==> src/rtl/uart_tx_fsm.sv <==
// uart_tx_fsm: serial transmitter matching the oversampled UART receiver.
// Frame = start bit (0), DATA_WIDTH data bits LSB first, optional parity
// bit, one stop bit (1). Each bit lasts P clock cycles, where P is the
// prescale latched when the byte is accepted (8, 16 or 32; other values
// fall back to 8).
//
// Handshake: a byte is accepted on the rising edge where DATA_VALID=1 and
// busy=0. busy rises on that same edge and stays high until the edge that
// returns the FSM to IDLE. DATA_VALID while busy=1 is ignored, with no
// queueing. At least one idle cycle separates two frames.
module uart_tx_fsm #(
  parameter int DATA_WIDTH  = 8,
  parameter int scale_WIDTH = 6
) (
  input  logic                   clk,
  input  logic                   reset,
  input  logic [DATA_WIDTH-1:0]  P_DATA,
  input  logic                   DATA_VALID,
  input  logic                   PAR_EN,
  input  logic                   PAR_TYP,
  input  logic [scale_WIDTH-1:0] prescaler,
  output logic                   TX_OUT,
  output logic                   busy
);

  localparam int BW = (DATA_WIDTH > 1) ? $clog2(DATA_WIDTH) : 1;

  typedef enum logic [2:0] {
    IDLE   = 3'd0,
    START  = 3'd1,
    DATA   = 3'd2,
    PARITY = 3'd3,
    STOP   = 3'd4
  } state_t;

  // Registered state
  state_t                 state;
  logic [scale_WIDTH-1:0] edge_cnt;
  logic [BW-1:0]          bit_cnt;
  logic [DATA_WIDTH-1:0]  shift_reg;
  logic [scale_WIDTH-1:0] p_q;
  logic                   par_en_q;
  logic                   par_bit_q;

  // Next-state values
  state_t                 state_next;
  logic [scale_WIDTH-1:0] edge_cnt_next;
  logic [BW-1:0]          bit_cnt_next;
  logic [DATA_WIDTH-1:0]  shift_next;
  logic [scale_WIDTH-1:0] p_next;
  logic                   par_en_next;
  logic                   par_bit_next;
  logic                   tx_next;
  logic                   busy_next;

  // Helpers
  logic [scale_WIDTH-1:0] p_eff;
  logic                   bit_done;
  logic                   last_data_bit;
  logic [DATA_WIDTH-1:0]  shifted;

  // Map the prescaler input onto a legal bit period (8, 16 or 32).
  always_comb begin
    p_eff = scale_WIDTH'(8);
    if ((prescaler == scale_WIDTH'(16)) || (prescaler == scale_WIDTH'(32))) begin
      p_eff = prescaler;
    end
  end

  // The current bit has been held for P cycles when the edge counter
  // reaches P-1; the next edge is a bit boundary.
  assign bit_done      = (edge_cnt == (p_q - scale_WIDTH'(1)));
  assign last_data_bit = (bit_cnt == BW'(DATA_WIDTH - 1));
  assign shifted       = shift_reg >> 1;

  // Next-state and registered-output logic. TX_OUT and busy are computed
  // one cycle ahead so that they leave the flops on the same edge the FSM
  // changes state, which keeps the line glitch-free.
  always_comb begin
    state_next    = state;
    edge_cnt_next = edge_cnt;
    bit_cnt_next  = bit_cnt;
    shift_next    = shift_reg;
    p_next        = p_q;
    par_en_next   = par_en_q;
    par_bit_next  = par_bit_q;
    tx_next       = TX_OUT;
    busy_next     = busy;

    unique case (state)
      IDLE: begin
        tx_next       = 1'b1;
        busy_next     = 1'b0;
        edge_cnt_next = '0;
        bit_cnt_next  = '0;
        if (DATA_VALID) begin
          // Latch everything the frame needs; later input changes are
          // ignored until the frame completes. Parity is computed here
          // because the shift register is consumed as the bits go out.
          shift_next    = P_DATA;
          p_next        = p_eff;
          par_en_next   = PAR_EN;
          par_bit_next  = (^P_DATA) ^ PAR_TYP;
          state_next    = START;
          tx_next       = 1'b0;
          busy_next     = 1'b1;
        end
      end

      START: begin
        if (bit_done) begin
          edge_cnt_next = '0;
          state_next    = DATA;
          tx_next       = shift_reg[0];
        end else begin
          edge_cnt_next = edge_cnt + scale_WIDTH'(1);
        end
      end

      DATA: begin
        if (bit_done) begin
          edge_cnt_next = '0;
          if (last_data_bit) begin
            bit_cnt_next = '0;
            if (par_en_q) begin
              state_next = PARITY;
              tx_next    = par_bit_q;
            end else begin
              state_next = STOP;
              tx_next    = 1'b1;
            end
          end else begin
            bit_cnt_next = bit_cnt + BW'(1);
            shift_next   = shifted;
            tx_next      = shifted[0];
          end
        end else begin
          edge_cnt_next = edge_cnt + scale_WIDTH'(1);
        end
      end

      PARITY: begin
        if (bit_done) begin
          edge_cnt_next = '0;
          state_next    = STOP;
          tx_next       = 1'b1;
        end else begin
          edge_cnt_next = edge_cnt + scale_WIDTH'(1);
        end
      end

      STOP: begin
        tx_next = 1'b1;
        if (bit_done) begin
          // busy drops on the edge that enters IDLE, so IDLE always lasts
          // at least one cycle before another byte can be accepted.
          edge_cnt_next = '0;
          state_next    = IDLE;
          busy_next     = 1'b0;
        end else begin
          edge_cnt_next = edge_cnt + scale_WIDTH'(1);
        end
      end

      default: begin
        state_next    = IDLE;
        edge_cnt_next = '0;
        bit_cnt_next  = '0;
        tx_next       = 1'b1;
        busy_next     = 1'b0;
      end
    endcase
  end

  // State register with synchronous reset; reset wins over DATA_VALID and
  // abandons any frame in flight.
  always_ff @(posedge clk) begin
    if (reset) begin
      state     <= IDLE;
      edge_cnt  <= '0;
      bit_cnt   <= '0;
      shift_reg <= '0;
      p_q       <= '0;
      par_en_q  <= 1'b0;
      par_bit_q <= 1'b0;
      TX_OUT    <= 1'b1;
      busy      <= 1'b0;
    end else begin
      state     <= state_next;
      edge_cnt  <= edge_cnt_next;
      bit_cnt   <= bit_cnt_next;
      shift_reg <= shift_next;
      p_q       <= p_next;
      par_en_q  <= par_en_next;
      par_bit_q <= par_bit_next;
      TX_OUT    <= tx_next;
      busy      <= busy_next;
    end
  end

endmodule

==> config.mk <==
export PLATFORM = sky130hd
export DESIGN_NAME = uart_tx_fsm
export DESIGN_NICKNAME = d
export VERILOG_FILES = /design/src/rtl/uart_tx_fsm.sv
export SDC_FILE = /design/constraint.sdc
export NUM_CORES = 1
export LEC_CHECK = 0
export CAP_MARGIN = 15
export CORE_MARGIN = 3
export CORE_UTILIZATION = 58
export DETAILED_ROUTE_END_ITERATION = 10
export GPL_ROUTABILITY_DRIVEN = 0
export PLACE_DENSITY_LB_ADDON = 0.1
export SETUP_SLACK_MARGIN = 0.05
export SLEW_MARGIN = 10
export SYNTH_ARGS = -nofsm -noshare
export SYNTH_HDL_FRONTEND = slang
export SYNTH_SLANG_ARGS = --single-unit
==> constraint.sdc <==
create_clock -name clk -period 6.4 [get_ports clk]
set_clock_uncertainty 0.15 [all_clocks]
set_input_delay 1.92 -clock clk [delete_from_list [all_inputs] [get_ports clk]]
set_output_delay 1.92 -clock clk [all_outputs]
set_load 0.1 [all_outputs]
==> flow_metrics.tcl, run 1 <==
set metrics [dict create \
    cts_setup_buffers 0 \
    cp_slowest_cell "clkdlybuf4s50_1" \
    synth-seq-cells 30 \
    post_drt_wl_per_cell_um 15.0 \
    worstPathArrival_ns 1.84 \
    io_buffers 20 \
    num_io_pins 21 \
    drt_iter0_drc 89 \
    grt_pass1_wl_mm 6.01 \
    ys_types 41 \
    h-tree-depth 2 \
    grt_pass1_vias 1383 \
    worstSetupStartpointType "flip-flop" \
    holdPathStages 2 \
    ys_seq_area_frac 0.371 \
    clk_path_buf_depth 2 \
    vdd_drop_max_uv 169 \
    worst_pin_slew_ns 0.962 \
    reg2reg_depth 8 \
    clk_pin_slew_worst_paths_ns 0.09 \
    min_from "par_bit_q" \
    cp_top_family "buffers and inverters" \
    hold_violations 0 \
    cts_tree "built" \
    synthFlopType "dfxtp_1" \
    fin_ws_ns 2.49 \
    largest_reg_flops 8 \
    dieHeight_um 58.8 \
    rsz0062_at_grt "no" \
    maxSlewViolCount 0 \
    syn_avg_cell_area_um2 8.89 \
    synthArstFlopShare 0 \
    syn_area_um2 1620 \
    grt_max_degree 26 \
    n_fill_cell 206 \
    setup_violations 0 \
    clkSinkCount 30 \
    r2r-start "p_q[0]" \
    core_um2 2570 \
    via_per_inst 6.11 \
    initial_utilization 0.630 \
    drt_wl_total_mm 3.45 \
    cp_max_fo 3 \
    ctsResizeCount 0 \
    fin_setup_tns_ns 0 \
    synth_fp_nets 205 \
    period_minus_slack_ns 3.91 \
    ys_warn_count 0 \
    vias 1406 \
    period_share 0.611 \
    diodes 0 \
    p_leak_nw 0.693 \
    cts_hold_buf 0 \
    areaGrowthSynthToFinish_pct 14.9 \
    rows 18 \
    numCtsBuffers 5 \
    cts_root_buf "clkbuf_4" \
    antenna_found_initial 0 \
    synth-edff-count 0 \
    path_buf_inv 1 \
    pre_cts_ws_ns 2.47 \
    path_class "flip-flop to primary output" \
    crit_path_end_kind "primary output" \
    firstDrtPassIters 4 \
    crit_chain "clkdlybuf4s50_1" \
    critPathMaxStageDelay_ns 1.15 \
    fmax_mhz 256 \
    drc_errors 0 \
    status "complete, no violations" \
    cap_violations 0 \
    power_density_nw_per_um2 193 \
    syn_inst 182 \
    overflow 0 \
    relSlewSlack 0.357 \
    groute.usage.overall 0.225 \
    drive_above_1_share 0.0800 \
    finalNetCount 223 \
    clock_latency_ns 0.32 \
    die_area_um2 3460 \
    cp.depth 1 \
    fp.dieW_um 58.8 \
    critPathRequiredTime_ns 4.33 \
    hpwl_mm 2.54 \
    ant_nets 0 \
    hold_path_class "flip-flop to flip-flop" \
    critPathLaunch "TX_OUT" \
]
per-layer routing:
metal / GRT usage / up-vias / share of wire
li1: - / 687 / -
met1: 0.272 / 663 / 0.44
met2: 0.363 / 46 / 0.48
met3: 0.0636 / 10 / 0.053
met4: 0.113 / 0 / 0.023
met5: 0 / - / 0
power by group:
| group | switching (mW) | leakage, nW | internal [mW] | total, mW |
|---|---|---|---|---|
| clock network | 0.0606 | 0.0254 | 0.0413 | 0.102 |
| registers | 0.00593 | 0.244 | 0.193 | 0.199 |
| logic | 0.0283 | 0.423 | 0.0288 | 0.0572 |
cells in the mapped netlist, types with 3 or more instances:
master,instances,share of area
dfxtp_1,30,0.37
clkbuf_1,7,0.016
nand4_1,3,0.012
nand2_1,8,0.019
mux2i_1,8,0.049
xnor2_1,13,0.070
ha_1,4,0.031
xor2_1,6,0.032
nand2b_1,3,0.012
nor3_1,3,0.0093
a21oi_1,8,0.025
o21ai_0,9,0.028
nor2b_1,3,0.012
nor2_1,21,0.049
a31oi_1,5,0.019
inv_1,5,0.012
mux2_2,7,0.049
nand3_1,7,0.022
final cells by class:
type,count,area [um^2],share of cell area
Multi-Input combinational cell,138,957,0.515
Inverter,5,18.8,0.0101
Tap cell,30,37.5,0.0202
Sequential cell,30,601,0.323
Timing Repair Buffer,20,200,0.108
Clock buffer,7,45.0,0.0242
placed cells by master, fill, tap and decap left out, types with 3 or more instances in the layout:
cell type         n
dfxtp_1          30
nor2_1           21
clkdlybuf4s50_1  20
xnor2_1          13
o21ai_0           9
nand2_1           8
a21oi_1           8
mux2i_1           8
nand3_1           7
mux2_2            7
xor2_1            6
inv_1             5
a31oi_1           5
clkbuf_4          5
ha_1              4
nand2b_1          3
nor3_1            3
nor2b_1           3
nand4_1           3
worst paths after layout:
kind / endpoint / slack (ns)
min: par_bit_q / 0.32
max: TX_OUT / 2.49
max reg2reg: TX_OUT / 3.88
min reg2reg: par_bit_q / 0.32
through the flow:
| step | area [um^2] | power [mW] | util | hold slack, ns | instances |
|---|---|---|---|---|---|
| global placement | 1810 | 0.258 | 0.707 | 0.301 | 223 |
| finish | 1860 | 0.358 | 0.724 | 0.323 | 230 |
| detailed placement | 1810 | 0.261 | 0.707 | 0.309 | 223 |
| CTS | 1860 | 0.362 | 0.724 | 0.330 | 230 |
| floorplan | 1620 | 0.240 | - | 0.287 | 182 |
| global route | 1860 | 0.377 | 0.724 | 0.361 | 230 |
cell families after synthesis:
group,count (synthesis),synth area share
adders and majority gates,4,0.0309
buffers and inverters,14,0.0371
muxes,15,0.0982
xor gates and xnor gates,19,0.103
AOI/OAI and AO/OA,37,0.152
and+or+nand+nor,63,0.208
DFF,30,0.371
Note: power is estimated with default switching activity, not from simulation.
==> run 2, diff against run 1 <==
CORE_UTILIZATION = 54   (was 58)
clock period = 3.6 ns   (was 6.4 ns; I/O delays follow)
==> flow_metrics.tcl, run 2 (synthesis gave the netlist of run 1 again) <==
set metrics [dict create \
    status "complete, no violations" \
    via_per_inst 5.91 \
    crit_chain "clkdlybuf4s50_1 > nand2b_1 > nor2_1 > buf_4 > nor2_1 > a211oi_1" \
    layout_commonest_cell "dfxtp_1" \
    clkSinkCount 30 \
    period_minus_slack_ns 2.51 \
    critPathMaxStageDelay_ns 0.48 \
    relSlewSlack 0.436 \
    worstPathArrival_ns 2.60 \
    worst_path_most_repeated_cell "nor2_1" \
    largest_reg_flops 8 \
    diodes 0 \
    ant_nets 0 \
    pwr-share-seq 0.557 \
    fin_ws_ns 1.09 \
    crit_path_end_kind "flip-flop" \
    antenna_found_initial 0 \
    p_sw_mw 0.167 \
    drt_iter0_drc 129 \
    drc_errors 0 \
    path_class "primary input to flip-flop" \
    fin_setup_tns_ns 0 \
    initial_utilization 0.577 \
    cts_setup_buffers 0 \
    fmax_mhz 398 \
    finalNetCount 225 \
    firstDrtPassIters 4 \
    vdd_drop_max_uv 243 \
    worstSetupStartpointType "primary input" \
    worst_pin_slew_ns 0.845 \
    setup_violations 0 \
    cap_violations 0 \
    rsz0062_at_grt "no" \
    fin_util 0.667 \
    rows 19 \
    dieHeight_um 60.7 \
    grt_pass1_vias 1365 \
    p_comb_frac 0.160 \
    met1_length_mm 1.48 \
    cp_top_family "buffers and inverters" \
    drive_above_1_share 0.0990 \
    clock_latency_ns 0.32 \
    highest_layer "met4" \
    power_density_nw_per_um2 340 \
    die_area_um2 3690 \
    areaGrowthSynthToFinish_pct 15.6 \
    finalPower_mw 0.637 \
    period_share 0.697 \
    dr_wl_met3_um 207 \
    internal-power_mw 0.469 \
    post_drt_wl_per_cell_um 14.4 \
    n_fill_cell 232 \
    num_io_pins 21 \
    path_buf_inv 2 \
    swShare 0.263 \
    final_cell_mix "dfxtp_1 (30), nor2_1 (21), clkdlybuf4s50_1 (18)" \
    grt_max_degree 26 \
    numCtsBuffers 5 \
    hold_ws_ns 0.332 \
    p_leak_nw 0.705 \
    cp_slowest_cell "clkdlybuf4s50_1" \
    cp_max_fo 7 \
    overflow 0 \
    critPathRequiredTime_ns 3.69 \
    pre_cts_ws_ns 0.792 \
    clk_path_buf_depth 2 \
    wl_met2_mm 1.63 \
    fp.dieW_um 60.7 \
    io_buffers 20 \
    hold_violations 0 \
    ctsResizeCount 0 \
    clk_pin_slew_worst_paths_ns 0.09 \
    vias 1378 \
    grt_pass1_wl_mm 5.71 \
    p_clk_frac 0.283 \
    core_um2 2810 \
    hpwl_mm 2.51 \
    groute.usage.overall 0.209 \
    hold_path_class "flip-flop to flip-flop" \
    cts_root_buf "clkbuf_4" \
    drt_wl_total_mm 3.36 \
    cts_hold_buf 0 \
    cts_tree "built" \
    maxSlewViolCount 0 \
    h-tree-depth 2 \
]
==> run 2: cell type report <==
| cell class | count | area [um^2] | area share |
|---|---|---|---|
| clock buffers | 7 | 45.0 | 0.0241 |
| flip-flops and latches | 30 | 601 | 0.321 |
| repair buffers | 22 | 210 | 0.112 |
| well taps | 31 | 38.8 | 0.0207 |
| multi-input cells | 138 | 957 | 0.512 |
| inverters | 5 | 18.8 | 0.0100 |
==> run 2: per-layer routing <==
metal | up-vias | GRT usage
met4 | 0 | 0.0805
met3 | 6 | 0.0787
met2 | 43 | 0.351
li1 | 696 | -
met5 | - | 0
met1 | 633 | 0.241
==> run 2: power by group through the flow <==
stage | clock [mW] | sequential (mW) | combinational, mW
after floorplan | 0 | 0.367 | 0.0600
after global placement | 0 | 0.361 | 0.0997
after detailed placement | 0 | 0.362 | 0.102
after CTS | 0.186 | 0.355 | 0.103
after global routing | 0.203 | 0.356 | 0.112
final | 0.180 | 0.355 | 0.102
==> run 2: worst register-to-register path, delay by kind of cell, from the launching register on <==
kind	cells	cell delay, ns
AOI/OAI and AO/OA	2	0.56
adders and majority gates	1	0.20
buffers and inverters	1	0.08
DFF	1	0.34
and+or+nand+nor	4	1.03
==> run 2: final timing paths <==
path | from | end | slack (ns) | cells after the start
max | DATA_VALID | p_q[3] | 1.09 | 6
min | bit_cnt[1] | bit_cnt[1] | 0.33 | 2
max reg2reg | p_q[0] | TX_OUT | 1.14 | 8
min reg2reg | bit_cnt[1] | bit_cnt[1] | 0.33 | 2
==> run 2: per-stage QoR <==
step / instance area (um^2) / cells
2_1_floorplan: 1620 / 182
3_3_place_gp: 1830 / 226
3_5_place_dp: 1830 / 226
4_1_cts: 1870 / 233
5_1_grt: 1870 / 233
6_report: 1870 / 233
